<file path="src/rtl/dot_plot_scheduler_if.sv">
// Point request bundle for the two requesters (cursor = req0, plotter = req1).
// master drives points and sees ready; slave is the scheduler side.
interface dot_plot_scheduler_if;
  logic       req0_valid;
  logic [8:0] req0_x;
  logic [8:0] req0_y;
  logic       req0_ready;
  logic       req1_valid;
  logic [8:0] req1_x;
  logic [8:0] req1_y;
  logic       req1_ready;

  modport master (
    output req0_valid, req0_x, req0_y, req1_valid, req1_x, req1_y,
    input  req0_ready, req1_ready
  );

  modport slave (
    input  req0_valid, req0_x, req0_y, req1_valid, req1_x, req1_y,
    output req0_ready, req1_ready
  );
endinterface

</file>
<file path="src/rtl/dot_plot_scheduler.sv">
// Plot-point table shared by cursor and plotter; shadow table copied to active table in vblank.
// Define DOT_SCHED_RR_EN for round-robin arbitration; otherwise req0 has fixed priority.
module dot_plot_scheduler #(
  parameter int unsigned DEPTH    = 8,
  parameter int unsigned ORIGIN_X = 170,
  parameter int unsigned ORIGIN_Y = 141
) (
  input  logic                       clk25MHz,
  input  logic                       reset_n,
  input  logic                       vblank,
  input  logic                       clear,
  dot_plot_scheduler_if.slave        req,
  input  logic [9:0]                 counter_x,
  input  logic [9:0]                 counter_y,
  output logic                       hit,
  output logic                       hit_src,
  output logic [4:0]                 count,
  output logic                       full,
  output logic                       busy
);

  localparam int unsigned IW = (DEPTH > 1) ? $clog2(DEPTH) : 1;
  localparam logic [9:0]  OX = 10'(ORIGIN_X);
  localparam logic [9:0]  OY = 10'(ORIGIN_Y);

  typedef enum logic {IDLE, COPY} state_t;

  typedef struct packed {
    logic       src;
    logic [8:0] x;
    logic [8:0] y;
  } entry_t;

  state_t          state, state_n;
  entry_t          shadow [DEPTH];
  entry_t          active [DEPTH];
  logic            vblank_q;
  logic [4:0]      active_count;
  logic [4:0]      snap_count;
  logic [IW-1:0]   copy_idx;
  logic            clear_pend;
  logic            rdy0, rdy1, xfer;
  logic            hit_c, src_c;
  entry_t          wr_entry;
`ifdef DOT_SCHED_RR_EN
  logic            last_grant;
`endif

  assign full  = (count == 5'(DEPTH));
  assign busy  = (state == COPY);
  assign xfer  = rdy0 | rdy1;
  assign wr_entry = rdy1 ? '{src: 1'b1, x: req.req1_x, y: req.req1_y}
                         : '{src: 1'b0, x: req.req0_x, y: req.req0_y};

  // Readys are forced low while reset is held; internal grants need no gating since flops are held.
  assign req.req0_ready = rdy0 & reset_n;
  assign req.req1_ready = rdy1 & reset_n;

  always_ff @(posedge clk25MHz or negedge reset_n) begin
    if (!reset_n) state <= IDLE;
    else          state <= state_n;
  end

  always_comb begin
    state_n = state;
    rdy0    = 1'b0;
    rdy1    = 1'b0;
    case (state)
      IDLE: begin
        if (vblank && !vblank_q) state_n = COPY;
        if (!full && !clear) begin
`ifdef DOT_SCHED_RR_EN
          if (req.req0_valid && req.req1_valid) begin
            rdy0 = last_grant;
            rdy1 = !last_grant;
          end else begin
            rdy0 = req.req0_valid;
            rdy1 = req.req1_valid;
          end
`else
          rdy0 = req.req0_valid;
          rdy1 = req.req1_valid && !req.req0_valid;
`endif
        end
      end
      COPY: begin
        if (&copy_idx) state_n = IDLE;
      end
      default: state_n = IDLE;
    endcase
  end

  always_ff @(posedge clk25MHz or negedge reset_n) begin
    if (!reset_n) begin
      vblank_q     <= 1'b0;
      count        <= '0;
      active_count <= '0;
      snap_count   <= '0;
      copy_idx     <= '0;
      clear_pend   <= 1'b0;
      hit          <= 1'b0;
      hit_src      <= 1'b0;
`ifdef DOT_SCHED_RR_EN
      last_grant   <= 1'b1;
`endif
    end else begin
      vblank_q <= vblank;
      hit      <= hit_c;
      hit_src  <= src_c;
      if (state == IDLE) begin
        copy_idx <= '0;
        if (state_n == COPY) snap_count <= count;
        if (clear)     count <= '0;
        else if (xfer) count <= count + 5'd1;
`ifdef DOT_SCHED_RR_EN
        if (xfer) last_grant <= rdy1;
`endif
      end else begin
        copy_idx <= copy_idx + IW'(1);
        if (clear) clear_pend <= 1'b1;
        // A clear seen anywhere in COPY, including its last cycle, lands on the return to IDLE.
        if (&copy_idx) begin
          active_count <= snap_count;
          clear_pend   <= 1'b0;
          if (clear_pend || clear) count <= '0;
        end
      end
    end
  end

  always_ff @(posedge clk25MHz) begin
    if (state == IDLE && xfer) shadow[count[IW-1:0]] <= wr_entry;
    if (state == COPY)         active[copy_idx]      <= shadow[copy_idx];
  end

  always_comb begin
    hit_c = 1'b0;
    src_c = 1'b0;
    for (int unsigned i = 0; i < DEPTH; i++) begin
      if (!hit_c && (5'(i) < active_count) &&
          (counter_x == OX + {1'b0, active[i].x}) &&
          (counter_y == OY + {1'b0, active[i].y})) begin
        hit_c = 1'b1;
        src_c = active[i].src;
      end
    end
  end

endmodule

</file>
<file path="src/flat_wrapper.sv">
// flat-port wrapper written by rule: the top's interface ports become plain ports
module dot_plot_scheduler_flat 
#(
  parameter int unsigned DEPTH    = 8,
  parameter int unsigned ORIGIN_X = 170,
  parameter int unsigned ORIGIN_Y = 141
)
  (clk25MHz, reset_n, vblank, clear, counter_x, counter_y, hit, hit_src, count, full, busy, req_req0_valid, req_req0_x, req_req0_y, req_req1_valid, req_req1_x, req_req1_y, req_req0_ready, req_req1_ready);
  dot_plot_scheduler_if req_i ();
  input  logic clk25MHz;
  input  logic reset_n;
  input  logic vblank;
  input  logic clear;
  input  logic [9:0] counter_x;
  input  logic [9:0] counter_y;
  output logic hit;
  output logic hit_src;
  output logic [4:0] count;
  output logic full;
  output logic busy;
  input wire logic [$bits(req_i.req0_valid)-1:0] req_req0_valid;
  input wire logic [$bits(req_i.req0_x)-1:0] req_req0_x;
  input wire logic [$bits(req_i.req0_y)-1:0] req_req0_y;
  input wire logic [$bits(req_i.req1_valid)-1:0] req_req1_valid;
  input wire logic [$bits(req_i.req1_x)-1:0] req_req1_x;
  input wire logic [$bits(req_i.req1_y)-1:0] req_req1_y;
  output wire logic [$bits(req_i.req0_ready)-1:0] req_req0_ready;
  output wire logic [$bits(req_i.req1_ready)-1:0] req_req1_ready;
  assign req_i.req0_valid = req_req0_valid;
  assign req_i.req0_x = req_req0_x;
  assign req_i.req0_y = req_req0_y;
  assign req_i.req1_valid = req_req1_valid;
  assign req_i.req1_x = req_req1_x;
  assign req_i.req1_y = req_req1_y;
  assign req_req0_ready = req_i.req0_ready;
  assign req_req1_ready = req_i.req1_ready;
  dot_plot_scheduler #(.DEPTH(DEPTH), .ORIGIN_X(ORIGIN_X), .ORIGIN_Y(ORIGIN_Y)) u_core (.clk25MHz(clk25MHz), .reset_n(reset_n), .vblank(vblank), .clear(clear), .req(req_i), .counter_x(counter_x), .counter_y(counter_y), .hit(hit), .hit_src(hit_src), .count(count), .full(full), .busy(busy));
endmodule
</file>
<file path="config.mk">
export PLATFORM = sky130hd
export DESIGN_NAME = dot_plot_scheduler_flat
export DESIGN_NICKNAME = d
export VERILOG_FILES = /design/src/rtl/dot_plot_scheduler_if.sv /design/src/rtl/dot_plot_scheduler.sv /design/src/flat_wrapper.sv
export SDC_FILE = /design/constraint.sdc
export NUM_CORES = 1
export LEC_CHECK = 0
export CAP_MARGIN = 0
export CORE_ASPECT_RATIO = 0.6
export CORE_MARGIN = 1
export CORE_UTILIZATION = 40
export CTS_CLUSTER_SIZE = 14
export DETAILED_ROUTE_END_ITERATION = 16
export GPL_TIMING_DRIVEN = 0
export PLACE_DENSITY = 0.64
export RECOVER_POWER = 25
export SLEW_MARGIN = 10
export SYNTH_ARGS = -nofsm -noshare
export SYNTH_HDL_FRONTEND = slang
export SYNTH_SLANG_ARGS = --single-unit
</file>
<file path="constraint.sdc">
create_clock -name clk25MHz -period 6.4 [get_ports clk25MHz]
set_input_delay 0.64 -clock clk25MHz [delete_from_list [all_inputs] [get_ports clk25MHz]]
set_output_delay 0.64 -clock clk25MHz [all_outputs]
set_load 0.01 [all_outputs]
</file>
==> results of run 1 <==
[Yosys cell counts (7+ instances only)]
cell type	count
o21a_1	8
or3_1	8
a21oi_1	50
nor3b_1	8
nand2_1	106
a21o_1	11
a211oi_1	10
a211o_1	8
and3_1	7
nor2b_1	11
nand3_1	33
ha_1	20
o31ai_1	8
xor2_1	57
buf_2	11
o22ai_1	11
o21ai_0	47
nor2_1	53
dfrtp_1	23
edfxtp_1	304
nor4_1	11
mux2_2	31
buf_1	7
nor3_1	28
mux4_2	38
inv_1	15
clkbuf_1	26
xnor2_1	129
nand4_1	18
nand2b_1	16
a31oi_1	9
mux2i_1	7
[registers in the layout (all words and copies together), names as in the netlist, 3 cells and up]
| name | count |
|---|---|
| u_core.active_count | 5 |
| u_core.active | 152 |
| u_core.copy_idx | 3 |
| u_core.count | 5 |
| u_core.shadow | 152 |
| u_core.snap_count | 5 |
[per-layer routing]
layer  global-route usage  routed length, um  vias to the layer above
li1                     -                  -                     4895
met1                0.355              21700                     5357
met2                0.308              18000                      580
met3               0.0520               5510                       69
met4               0.0437                855                        0
met5                    0                  0                        -
[logic make-up after synthesis]
group / after synthesis
compound gates: 216
xor+xnor: 187
fa+ha+maj: 20
buf+inv: 66
flops: 327
mux: 76
simple gates: 333
[where the power goes]
| part | switching [uW] | leakage [uW] | total, uW | internal [uW] |
|---|---|---|---|---|
| Clock | 802 | 0.000474 | 1780 | 977 |
| Sequential | 286 | 0.00306 | 3190 | 2910 |
| Combinational | 1480 | 0.00264 | 2360 | 884 |
[worst min-delay path by stage]
stage | start | to | slack [ps] | depth (start not counted)
2_1_floorplan | reset_n | u_core.active_count[0]$_DFFE_PN0P_ | 340 | 0
3_3_place_gp | u_core.snap_count[3]$_DFFE_PN0P_ | u_core.active_count[3]$_DFFE_PN0P_ | 500 | 1
3_5_place_dp | u_core.snap_count[2]$_DFFE_PN0P_ | u_core.active_count[2]$_DFFE_PN0P_ | 490 | 1
4_1_cts | u_core.snap_count[3]$_DFFE_PN0P_ | u_core.active_count[3]$_DFFE_PN0P_ | 510 | 1
5_1_grt | reset_n | u_core.active_count[2]$_DFFE_PN0P_ | 530 | 1
6_report | reset_n | u_core.count[0]$_DFFE_PN0P_ | 440 | 1
[through the flow]
| stage | area [um2] | setup slack, ps |
|---|---|---|
| 2_1_floorplan | 16300 | 3070 |
| 6_report | 18700 | 1970 |
| 5_1_grt | 18700 | 1800 |
| 3_3_place_gp | 17600 | 1270 |
| 3_5_place_dp | 17800 | 2310 |
| 4_1_cts | 18700 | 2010 |
[layout make-up]
| type | instances | share of cell area |
|---|---|---|
| multi-input combinational | 832 | 0.342 |
| timing repair buffer | 72 | 0.0387 |
| tap | 522 | 0.0349 |
| clock buffer | 39 | 0.0436 |
| buffer | 50 | 0.0126 |
| clock inverter | 16 | 0.00695 |
| inverter | 16 | 0.00321 |
| sequential | 327 | 0.518 |
==> flow_summary_export.csv, run 1 <==
group,metric,value,unit
run_status,outcome,"finished, violations left",
run_status,violations,"max-capacitance violations, max-slew violations",
detailed_routing,drt_iter0_drc,1409,
yosys,synth-main-ff-cell,"edfxtp_1",
sta,finClkSkew,17.7,ps
yosys,synth-compound-area-share,0.0900,
setup_path,rr_startpoint,"u_core.active[5][0]$_DFFE_PP_",
final_layout,final_cell_mix,"304 x edfxtp_1, 129 x xnor2_1, 106 x nand2_1",
pwr,power_density,392,mW/mm2
clock_tree,numCtsBuffers,31,
final_layout,final_cell_count_no_fill,1874,
sta,finalHoldWorstSlack,437,ps
clock_tree,cts.sinks,327,
yosys,synth_edf_count,304,
global_routing,grt_max_degree,26,
final_layout,regArea,0.00970,mm2
final_layout,layout_commonest_cell,"edfxtp_1",
final_layout,num-fill-cells,3447,
placement,detailed_place_hpwl,32900,um
detailed_routing,drc,0,
pwr,leakagePower,0.00618,uW
yosys,synth.top_cell.area_share,0.559,
placement,place.gp.congestion,0.946,
setup_path,startpoint_type,"register",
sta,finalMaxSlewViolations,26,
yosys,synth_top_area_cell,"edfxtp_1",
sta,min_period,4430,ps
global_routing,grt_use_total,0.224,
pwr,total_power,7340,uW
yosys,synth_top_family_by_area,"simple AND/OR/NAND/NOR gates",
yosys,avgSynthCellArea,13.3,um2
setup_path,max_stage_delay,740,ps
floorplanning,die_h,159,um
floorplanning,core_region_area,0.0397,mm2
pwr,peakVddDrop,0.000223,V
yosys,synth_xor_area_frac,0.101,
clock_tree,ctsHoldBuffers,0,
yosys,synth_top_cells_by_area,"edfxtp_1 56%, xnor2_1 6.9%, mux4_2 5.2%, dfrtp_1 3.5%, xor2_1 3.1%",
sta,fmax,0.226,GHz
final_layout,insertedDiodeCount,0,
floorplanning,die_w,263,um
setup_path,crit_top_cell,"inv_1",
final_layout,finalNetCount,1412,
final_layout,fin_util,0.472,
final_layout,drive_gt1_frac,0.121,
final_layout,multi_input_area,0.00640,mm2
detailed_routing,viasPerCell,5.82,
sta,finalHoldViolations,0,
clock_tree,clk_pin_slew,60,ps
sta,finalCritPeriodShare,0.692,
clock_tree,cts-root-buf,"clkbuf_16",
floorplanning,start_util,0.412,
setup_path,cp_max_fo,10,
yosys,async_flop_share,0.0703,
yosys,synthesis.nets,1307,
clock_tree,cts.path.max_buffers,3,
setup_path,path_cells,"inv_1 > ha_1 > nor4bb_1 > nor3_1 > nand3b_1 > inv_1 > clkbuf_1 > and2_1 > clkdlybuf4s50_1",
setup_path,crit_buf_inv,4,
yosys,synth_mux_area_frac,0.0780,
yosys,synth-simple-area-share,0.104,
sta,worstMarginPinSlew,1550,ps
floorplanning,ios,73,
clock_tree,clock_latency,590,ps
detailed_routing,routedWlPerCell,24.6,um
global_routing,grt_pass1_vias,10300,
floorplanning,die_area,0.0417,mm2
setup_path,crit_end,"req_req1_ready",
setup_path,cp_data_required_time,5760,ps
global_routing,grt_first_pass_wirelength,67800,um
setup_path,crit_cells,9,
job,drv_cap,1,
worst_hold_path,hold_class,"in2async",
setup_path,critPathSlowestCell,"nor4bb_1",
yosys,synth_warnings,0,
clock_tree,h-tree-depth,1,
floorplanning,rows,56,
setup_path,r2r_setup_slack,2460,ps
detailed_routing,vias,10900,
setup_path,critPathLaunch,"u_core.count[1]$_DFFE_PN0P_",
detailed_routing,drt.antenna.violating_nets,0,
clock_tree,cts_setup_buffers,0,
setup_path,r2r_end,"u_core.hit_src$_DFF_PN0_",
setup_path,criticalPathCategory,"reg2out",
setup_path,endpoint_kind,"primary output",
setup_path,crit_family,"simple AND/OR/NAND/NOR gates",
detailed_routing,drt_pass1_iterations,6,
clock_tree,cts_tree,"yes",
sta,slew_headroom,-0.0321,
setup_path,worst_ep_arrival_time,3790,ps
yosys,postSynthRegisterBits,327,
yosys,seq_area_frac_synth,0.594,
yosys,syn_area,0.0163,mm2
global_routing,globalRouteOverflowTotal,0,
clock_tree,post_cts_resized,0,
yosys,ys_types,77,
detailed_routing,wirelength,46100,um
placement,dp_cells,1819,
setup_path,reg2regPathDepth,11,
sta,fin_setup_tns,0,ps
yosys,synthAdderAreaFrac,0.0153,
yosys,syn_inst,1225,
final_layout,synthToLayoutAreaGrowth,14.6,%
sta,rsz0062_at_grt,"false",
global_routing,antenna_found_initial,1,
sta,timing.final.setup_violations,0,
placement,port_buffers,56,
No activity file was read; power rests on OpenSTA's default activity.
==> run 2, diff against run 1 <==
==> constraint.sdc (replaced) <==
create_clock -name clk25MHz -period 4.5 [get_ports clk25MHz]
set_input_delay 0.45 -clock clk25MHz [delete_from_list [all_inputs] [get_ports clk25MHz]]
set_output_delay 0.45 -clock clk25MHz [all_outputs]
set_load 0.01 [all_outputs]
==> flow_summary_export.csv, run 2 (synthesis gave the netlist of run 1 again) <==
group,metric,value,unit
detailed_routing,routedWlPerCell,24.6,um
setup_path,rr_startpoint,"u_core.active[5][0]$_DFFE_PP_",
detailed_routing,viasPerCell,5.80,
floorplanning,die_w,263,um
setup_path,max_stage_delay,730,ps
pwr,peakVddDrop,0.000316,V
worst_hold_path,hold_class,"in2reg",
floorplanning,die_h,159,um
clock_tree,cts.path.max_buffers,3,
final_layout,drive_gt1_frac,0.120,
detailed_routing,met2_length,18200,um
setup_path,critPathLaunch,"u_core.count[1]$_DFFE_PN0P_",
final_layout,fin_area,0.0187,mm2
detailed_routing,drt_pass1_iterations,5,
setup_path,r2r_setup_slack,540,ps
sta,finalMaxSlewViolations,26,
setup_path,endpoint_kind,"primary output",
global_routing,grt_max_degree,26,
setup_path,path_cells,"inv_1 > ha_1 > nor4bb_1 > nor3_1 > nand3b_1 > inv_1 > clkbuf_1 > and2_1 > clkdlybuf4s50_1",
setup_path,crit_end,"req_req1_ready",
placement,detailed_place_hpwl,32900,um
floorplanning,core_region_area,0.0397,mm2
sta,timing.final.setup_violations,0,
final_layout,fin_util,0.472,
placement,port_buffers,56,
clock_tree,clock_latency,590,ps
sta,finClkSkew,20.6,ps
clock_tree,cts-root-buf,"clkbuf_16",
clock_tree,cts_setup_buffers,0,
clock_tree,ctsHoldBuffers,0,
sta,rsz0062_at_grt,"false",
detailed_routing,dr_wl_met3,5220,um
detailed_routing,vias,10900,
clock_tree,cts_tree,"yes",
setup_path,startpoint_type,"register",
placement,place.gp.congestion,0.946,
setup_path,crit_top_cell,"inv_1",
sta,min_period,4230,ps
global_routing,antenna_found_initial,1,
setup_path,criticalPathCategory,"reg2out",
detailed_routing,drt.antenna.violating_nets,0,
run_status,outcome,"finished, violations left",
sta,finalCritPeriodShare,0.939,
detailed_routing,drt_iter0_drc,1417,
sta,finalHoldWorstSlack,482,ps
sta,worstMarginPinSlew,1570,ps
setup_path,worst_ep_arrival_time,3780,ps
global_routing,globalRouteOverflowTotal,0,
clock_tree,post_cts_resized,0,
setup_path,r2r_end,"u_core.hit_src$_DFF_PN0_",
floorplanning,die_area,0.0417,mm2
clock_tree,numCtsBuffers,31,
final_layout,layout_commonest_cell,"edfxtp_1",
setup_path,reg2regPathDepth,11,
global_routing,grt_pass1_vias,10300,
sta,fmax,0.237,GHz
floorplanning,rows,56,
detailed_routing,top_layer_used,"met4",
pwr,power_density,558,mW/mm2
floorplanning,start_util,0.412,
placement,place_area,0.0178,mm2
final_layout,synthToLayoutAreaGrowth,14.6,%
floorplanning,ios,73,
setup_path,critPathSlowestCell,"nor4bb_1",
clock_tree,cts.sinks,327,
pwr,leakagePower,0.00618,uW
sta,finalHoldViolations,0,
job,drv_cap,1,
final_layout,final_cell_mix,"304 x edfxtp_1, 129 x xnor2_1, 106 x nand2_1",
worst_hold_path,hp-start,"vblank",
clock_tree,clk_pin_slew,60,ps
clock_tree,h-tree-depth,1,
setup_path,cp_max_fo,10,
setup_path,cp_data_required_time,4050,ps
detailed_routing,wirelength,46200,um
final_layout,finalNetCount,1413,
final_layout,insertedDiodeCount,0,
global_routing,grt_use_total,0.224,
global_routing,grt_first_pass_wirelength,67800,um
run_status,violations,"max-capacitance violations, max-slew violations",
detailed_routing,drc,0,
detailed_routing,wl_met1,22000,um
sta,slew_headroom,-0.0472,
run 2: cell types whose count changed in the layout (fill, tap and decap cells not counted), sizes merged:
cell / change
dlygate4sd3: +1
run 2: worst min-delay path by stage:
stage | to | slack (ps) | cells past startpoint
global route | u_core.vblank_q$_DFF_PN0_ | 470 | 1
floorplan | u_core.active_count[0]$_DFFE_PN0P_ | 150 | 0
global placement | u_core.active_count[3]$_DFFE_PN0P_ | 500 | 1
detailed placement | u_core.active_count[2]$_DFFE_PN0P_ | 490 | 1
finish | u_core.vblank_q$_DFF_PN0_ | 480 | 1
CTS | u_core.vblank_q$_DFF_PN0_ | 350 | 1
run 2: worst max-delay path: cells and delay by family, from the launching register on:
kind	cells	cell delay (ps)
buffers and inverters	4	1010
and+or+nand+nor	4	1570
DFF	1	480
adders and majority gates	1	140
run 2: final cells by class:
cell class                 count  area, um2
fill                        3449      20900
sequential                   327       9700
multi-input combinational    832       6400
clock buffer                  39        816
timing repair buffer          73        734
tap                          522        653
buffer                        50        235
clock inverter                16        130
inverter                      16       60.1
run 2: per-layer routing:
layer | vias to the layer above | track usage
li1 | 4895 | -
met1 | 5363 | 0.355
met2 | 558 | 0.308
met3 | 65 | 0.0520
met4 | 0 | 0.0437
met5 | - | 0
run 2: report_power, final:
part / leakage [uW] / switching [uW] / internal [uW] / total, uW
Combinational: 0.00265 / 2110 / 1260 / 3370
Clock: 0.000474 / 1150 / 1390 / 2540
Sequential: 0.00306 / 405 / 4140 / 4540
run 2: through the flow:
stage	setup TNS [ps]	worst slack [ps]	instances	power, uW
6_report	0	273	1875	10400
3_5_place_dp	0	595	1819	7930
3_3_place_gp	-31490	-519	1803	7780
5_1_grt	0	88.7	1875	10900
2_1_floorplan	0	1170	1225	6630
4_1_cts	0	297	1874	10400
